--- src/rtl/karatsuba_booth_seq.sv ---
// Karatsuba partial-product engine: hi*hi, lo*lo and (hi+lo)*(hi+lo) computed one
// after another on a single radix-4 Booth datapath, one digit per clock.
//
// state  | meaning
// -------+---------------------------------------------------------------
// S_IDLE | waiting for an operand set (in_ready once out of reset)
// S_MULT | iterating Booth digits for products idx 0, 1, 2
// S_DONE | all three products held, out_valid until downstream takes them
module karatsuba_booth_seq #(
    parameter int W = 16
) (
    input  logic             clk,
    input  logic             rst_n,
    input  logic             in_valid,
    output logic             in_ready,
    input  logic [W-1:0]     a_hi,
    input  logic [W-1:0]     a_lo,
    input  logic [W-1:0]     b_hi,
    input  logic [W-1:0]     b_lo,
    output logic             out_valid,
    input  logic             out_ready,
    output logic [2*W-1:0]   p_hh,
    output logic [2*W-1:0]   p_ll,
    output logic [2*W+1:0]   p_mid,
    output logic             busy
);

    localparam int OW = W + 2;
    localparam int AW = 2 * W + 4;
    localparam int ND = OW / 2;
    localparam int CW = $clog2(ND);

    typedef enum logic [1:0] {
        S_IDLE,
        S_MULT,
        S_DONE
    } state_t;

    state_t state, state_nxt;

    logic [W-1:0]         a_hi_q, a_lo_q, b_hi_q, b_lo_q;
    logic [W:0]           sa_q, sb_q;
    logic [1:0]           idx;
    logic [CW-1:0]        cnt;
    logic signed [AW-1:0] acc;
    logic signed [AW-1:0] acc_nxt;
    logic signed [AW-1:0] x_ext;
    logic signed [AW-1:0] pp;
    logic signed [AW-1:0] pp_sh;
    logic [OW-1:0]        mcand;
    logic [OW-1:0]        mplier;
    logic [OW:0]          y_ext;
    logic [2:0]           trip;
    logic [CW:0]          shamt;
    logic                 init_q;
    logic                 accept;
    logic                 step;
    logic                 last;

    // init_q keeps in_ready low during reset and for the first edge after it.
    always_ff @(posedge clk) begin
        if (!rst_n) begin
            state <= S_IDLE;
        end else begin
            state <= state_nxt;
        end
    end

    always_comb begin
        state_nxt = state;
        in_ready  = 1'b0;
        out_valid = 1'b0;
        busy      = 1'b0;
        accept    = 1'b0;
        step      = 1'b0;
        case (state)
            S_IDLE: begin
                in_ready = init_q;
                if (in_valid && init_q) begin
                    accept    = 1'b1;
                    state_nxt = S_MULT;
                end
            end
            S_MULT: begin
                busy = 1'b1;
                step = 1'b1;
                if (last && (idx == 2'd2)) begin
                    state_nxt = S_DONE;
                end
            end
            S_DONE: begin
                busy      = 1'b1;
                out_valid = 1'b1;
                if (out_ready) begin
                    state_nxt = S_IDLE;
                end
            end
            default: begin
                state_nxt = S_IDLE;
            end
        endcase
    end

    always_comb begin
        mcand  = '0;
        mplier = '0;
        case (idx)
            2'd0: begin
                mcand  = OW'(a_hi_q);
                mplier = OW'(b_hi_q);
            end
            2'd1: begin
                mcand  = OW'(a_lo_q);
                mplier = OW'(b_lo_q);
            end
            default: begin
                mcand  = OW'(sa_q);
                mplier = OW'(sb_q);
            end
        endcase
    end

    // Digit k looks at y[2k+1:2k-1]; the appended zero supplies y[-1].
    always_comb begin
        y_ext = {mplier, 1'b0};
        shamt = {cnt, 1'b0};
        trip  = 3'(y_ext >> shamt);
        x_ext = $signed(AW'(mcand));
        pp    = '0;
        case (trip)
            3'b001, 3'b010: pp = x_ext;
            3'b011:         pp = x_ext <<< 1;
            3'b100:         pp = -(x_ext <<< 1);
            3'b101, 3'b110: pp = -x_ext;
            default:        pp = '0;
        endcase
        pp_sh   = pp <<< shamt;
        acc_nxt = acc + pp_sh;
        last    = (cnt == CW'(ND - 1));
    end

    always_ff @(posedge clk) begin
        if (!rst_n) begin
            init_q <= 1'b0;
            a_hi_q <= '0;
            a_lo_q <= '0;
            b_hi_q <= '0;
            b_lo_q <= '0;
            sa_q   <= '0;
            sb_q   <= '0;
            idx    <= '0;
            cnt    <= '0;
            acc    <= '0;
            p_hh   <= '0;
            p_ll   <= '0;
            p_mid  <= '0;
        end else begin
            init_q <= 1'b1;
            if (accept) begin
                a_hi_q <= a_hi;
                a_lo_q <= a_lo;
                b_hi_q <= b_hi;
                b_lo_q <= b_lo;
                sa_q   <= {1'b0, a_hi} + {1'b0, a_lo};
                sb_q   <= {1'b0, b_hi} + {1'b0, b_lo};
                idx    <= '0;
                cnt    <= '0;
                acc    <= '0;
            end else if (step) begin
                if (last) begin
                    case (idx)
                        2'd0:    p_hh  <= acc_nxt[2*W-1:0];
                        2'd1:    p_ll  <= acc_nxt[2*W-1:0];
                        default: p_mid <= acc_nxt[2*W+1:0];
                    endcase
                    idx <= (idx == 2'd2) ? 2'd0 : idx + 2'd1;
                    cnt <= '0;
                    acc <= '0;
                end else begin
                    cnt <= cnt + 1'b1;
                    acc <= acc_nxt;
                end
            end
        end
    end

endmodule

--- config.mk ---
export PLATFORM = sky130hd
export DESIGN_NAME = karatsuba_booth_seq
export DESIGN_NICKNAME = d
export VERILOG_FILES = /design/src/rtl/karatsuba_booth_seq.sv
export SDC_FILE = /design/constraint.sdc
export NUM_CORES = 1
export LEC_CHECK = 0
export ABC_AREA = 1
export ABC_CLOCK_PERIOD_IN_PS = 6000
export CAP_MARGIN = 20
export CORE_ASPECT_RATIO = 1.5
export CORE_MARGIN = 2
export CORE_UTILIZATION = 57
export DETAILED_ROUTE_END_ITERATION = 6
export PLACE_DENSITY_LB_ADDON = 0.08
export SLEW_MARGIN = 10
export SYNTH_ARGS = -nofsm -noshare
export SYNTH_HDL_FRONTEND = slang
export SYNTH_SLANG_ARGS = --single-unit
--- constraint.sdc ---
create_clock -name clk -period 6 [get_ports clk]
set_input_delay 0.6 -clock clk [delete_from_list [all_inputs] [get_ports clk]]
set_output_delay 0.6 -clock clk [all_outputs]
set_load 0.005 [all_outputs]
==> Flow_metrics.wiki <==
{| class="wikitable"
! Metric !! Value
|-
| Outcome || finished clean
|-
| Async set-or-reset flop fraction in the synthesized netlist || 0%
|-
| Kind of end point of the critical path || flip-flop
|-
| Worst Reg-to-Reg Cells || 32
|-
| Count of pins over their slew limit || 0
|-
| Worst-Skew Late Latency || 0.53 ns
|-
| Number of clock sinks || 239
|-
| Crit path max fanout || 21
|-
| Final count of hold timing violations || 0
|-
| Initial antenna violation count || 0
|-
| Via count of the first global-routing pass || 14500
|-
| Count of buffers from port buffering || 168
|-
| Diode count || 0
|-
| Number of filler cells placed in the layout || 2219
|-
| Maximum vdd drop || 0.222 mV
|-
| Cell Pwr Density || 346 nW/um^2
|-
| Portion of the clock cycle consumed by the worst path in the final layout || between 90 and 100%
|-
| Worst Setup Start Kind || flip-flop
|-
| Worst path required time || 6.47 ns
|-
| Overall power of the completed layout || 6.02 mW
|-
| Simple logic cell fraction of the synthesized area || between 20% and 30%
|-
| Area contributors post-synth || sky130_fd_sc_hd__dfxtp_1 (33%), sky130_fd_sc_hd__nand2_1 (11%), sky130_fd_sc_hd__nor2_1 (7.5%)
|-
| Number of design rule violations left after detail routing || 0
|-
| Pin count of the biggest net entering global routing || 85
|-
| Overall die width || 135 um
|-
| RSZ-0062 raised after global routing || false
|-
| Detailed-route wire length || between 40000 and 50000 um
|-
| Worst-case setup margin in the final layout || 0.381 ns
|-
| Vias || around 15000
|-
| Main combinational cell family by area after synthesis || simple AND/OR/NAND/NOR gates
|-
| Utilization of the core after routing || 69.2%
|-
| Effective utilization at floorplan || roughly three fifths
|-
| Number of synthesized flops with an enable pin || 0
|-
| Portion of netlist area occupied by mux cells || 0.137%
|-
| Post-synthesis compound-gate area fraction || 19.8%
|-
| Number of ports placed on the die boundary || 169
|-
| Highest clock frequency the design can meet || 178 MHz
|-
| Clock tree root buffer cell || sky130_fd_sc_hd__clkbuf_16
|-
| Layout overhead on the synthesized area || 18.9%
|-
| Placer Congestion || 1.01
|-
| DRT iter0 DRCs || 868
|-
| Worst slack after detailed placement || about 0.19 ns
|-
| Cell count after placement || 2543
|-
| Xor-xnor portion of the synthesized cell area || under 10%
|-
| Worst-case headroom to the max-slew limit || between 30 and 40%
|-
| First-pass DRT Iterations || 5
|-
| Share of the synthesized area in the top cell type || between 30 and 40%
|-
| Count of maximum capacitance violations || 0
|-
| Dpl hpwl || 34500 um
|-
| Post-detailed-route count of antenna-violating nets || 0
|-
| Row count || 71
|-
| Final critical path time including I/O delays and setup || about 5.6 ns
|-
| Synth Area in Adders || approximately 6.6%
|-
| CTS hold repair buffers || 0
|-
| Post-synthesis sequential area ratio || 32.7%
|-
| Pleak || ~8.1 nW
|-
| Yosys Warn Count || 0
|-
| Remaining global-route overflow || 0
|-
| Pin slew with the least headroom to its limit || slightly below 1 ns
|-
| Slowest stage cell on the critical path || sky130_fd_sc_hd__dfxtp_2
|-
| Routed WL per cell || 17.4 um
|-
| Commonest register cell after synthesis || sky130_fd_sc_hd__dfxtp_1
|-
| Die height || 200 um
|-
| Post-Synthesis Net Count || around 2300
|-
| Longest individual stage delay on the worst path || roughly 0.44 ns
|-
| Most frequent cell after synthesis || sky130_fd_sc_hd__nand2_1
|-
| Cell repeated most along the worst path || sky130_fd_sc_hd__nand2_1
|-
| Final cell count without fillers || around 2600
|-
| Cell count of the worst hold path || 2
|-
| CP Data Arrival Time || 6.09 ns
|-
| Proportion of layout cells with a drive suffix above 1 || 8.01%
|-
| Number of distinct standard cells referenced by the synthesized netlist || 67
|-
| Depth of the CTS H-tree || 1
|-
| Maximum root-to-sink buffer count || 3
|-
| Worst min-delay path class || flip-flop to flip-flop
|-
| Synth top cells by count || sky130_fd_sc_hd__nand2_1 (417), sky130_fd_sc_hd__nor2_1 (291), sky130_fd_sc_hd__dfxtp_1 (239), sky130_fd_sc_hd__inv_1 (233), sky130_fd_sc_hd__o21ai_0 (162)
|-
| Synthesized netlist cell count || 2111
|-
| Largest area contributor in the synthesized netlist || sky130_fd_sc_hd__dfxtp_1
|-
| Die ar. || 27000 sq um
|-
| Average via count per standard cell || approximately 5.7
|-
| Seq cells post-synth || 239
|-
| Fin Clk Skew || between 0.01 and 0.015 ns
|-
| Post-layout net count || between 2000 and 2500
|-
| Fin Setup TNS || 0 ns
|-
| CORE AREA || 25100 sq um
|-
| Clock tree from TritonCTS || built
|-
| Worst Setup Path Type || flip-flop to flip-flop
|-
| Synthesized area divided by synthesized cell count || 6.93 sq um
|-
| CTS clock-pin slew for the worst setup and hold paths || 0.07 ns
|-
| Overall routing resource usage || 32.7%
|-
| Final setup viols || 0
|-
| CTS Buf Count || 23
|-
| Cell area after synthesis || 14600 sq um
|-
| First-pass GRT wire length || 71700 um
|}
==> timing repair <==
action,in CTS,in global routing
setup endpoints to repair,0,50
resized for setup,0,19
setup buffers,0,3
==> metrics by stage <==
step,instance area (sq um),hold WS [ns]
floorplan,14600,0.426
global placement,16500,0.437
detailed placement,16500,0.441
CTS,17300,0.454
global route,17400,0.470
finish,17400,0.455
==> worst max-delay path, delay by kind of cell (launching register included) <==
| family | cells | cell delay [ns] |
|---|---|---|
| compound gates | 11 | 2.00 |
| simple gates | 16 | 1.98 |
| buf+inv | 3 | 0.51 |
| flops | 1 | 0.44 |
| xor+xnor | 1 | 0.33 |
| fa+ha+maj | 1 | 0.29 |
==> state kept, by name, summed over array words and instances (netlist names) <==
| signal | flops |
|---|---|
| p_ll | 32 |
| a_lo_q | 16 |
| idx | 2 |
| p_mid | 34 |
| acc | 34 |
| p_hh | 32 |
| b_hi_q | 16 |
| sb_q | 17 |
| b_lo_q | 16 |
| state | 2 |
| cnt | 4 |
| init_q | 1 |
| a_hi_q | 16 |
| sa_q | 17 |
==> metal layers <==
| layer | wire length, um | share of wire (%) | vias up | track usage (%) |
|---|---|---|---|---|
| met2 | 23400 | 52 | 517 | 60.6 |
| met3 | 1960 | 4.3 | 154 | 3.42 |
| li1 | - | - | 7247 | - |
| met4 | 3540 | 7.8 | 0 | 23.2 |
| met1 | 16200 | 36 | 6920 | 33.4 |
| met5 | 0 | 0 | - | 0 |
==> report_power, final <==
group	internal, mW	leakage (nW)	total, mW	switching (mW)
clock network	0.912	0.389	1.55	0.633
registers	1.72	1.94	1.81	0.0873
logic	0.846	5.79	2.67	1.83
total	3.48	8.12	6.02	2.55
==> placed cells by master (no fill, tap or decap), drive strengths merged, types with 7 or more instances in the layout <==
cell type,n
a21boi,7
nand2,440
a22o,62
nor3,16
a31oi,10
xor2,34
clkdlybuf4s50,168
a21oi,143
o22ai,13
nor2,306
buf,38
inv,241
ha,72
o21ai,204
xnor2,9
clkinv,12
nand4,48
dfxtp,239
clkbuf,29
nand3,105
==> worst paths after layout <==
kind | slack, ns | start | endpoint
max | 0.38 | idx[0] | p_hh[31]
min reg2reg | 0.46 | sb_q[12] | sb_q[12]
min | 0.46 | sb_q[12] | sb_q[12]
max reg2reg | 0.38 | idx[0] | p_hh[31]
==> area by class of cell <==
| class | instances | area (sq um) | share of cell area (%) |
|---|---|---|---|
| Clock inverter | 11 | 161 | 0.928 |
| Sequential cell | 239 | 4790 | 27.5 |
| Multi-Input combinational cell | 1527 | 8460 | 48.6 |
| Timing Repair Buffer | 206 | 2010 | 11.5 |
| Tap cell | 328 | 410 | 2.36 |
| Clock buffer | 29 | 628 | 3.61 |
| Inverter | 247 | 940 | 5.40 |
==> cells by family after synthesis <==
logic type | Yosys count
AND/OR/NAND/NOR | 923
AO/OA/AOI/OAI | 484
buffers and inverters | 345
flip-flops | 239
adder cells (fa/ha/maj) | 75
XOR/XNOR | 43
multiplexers | 2
Power figures use the tool's default switching activity.
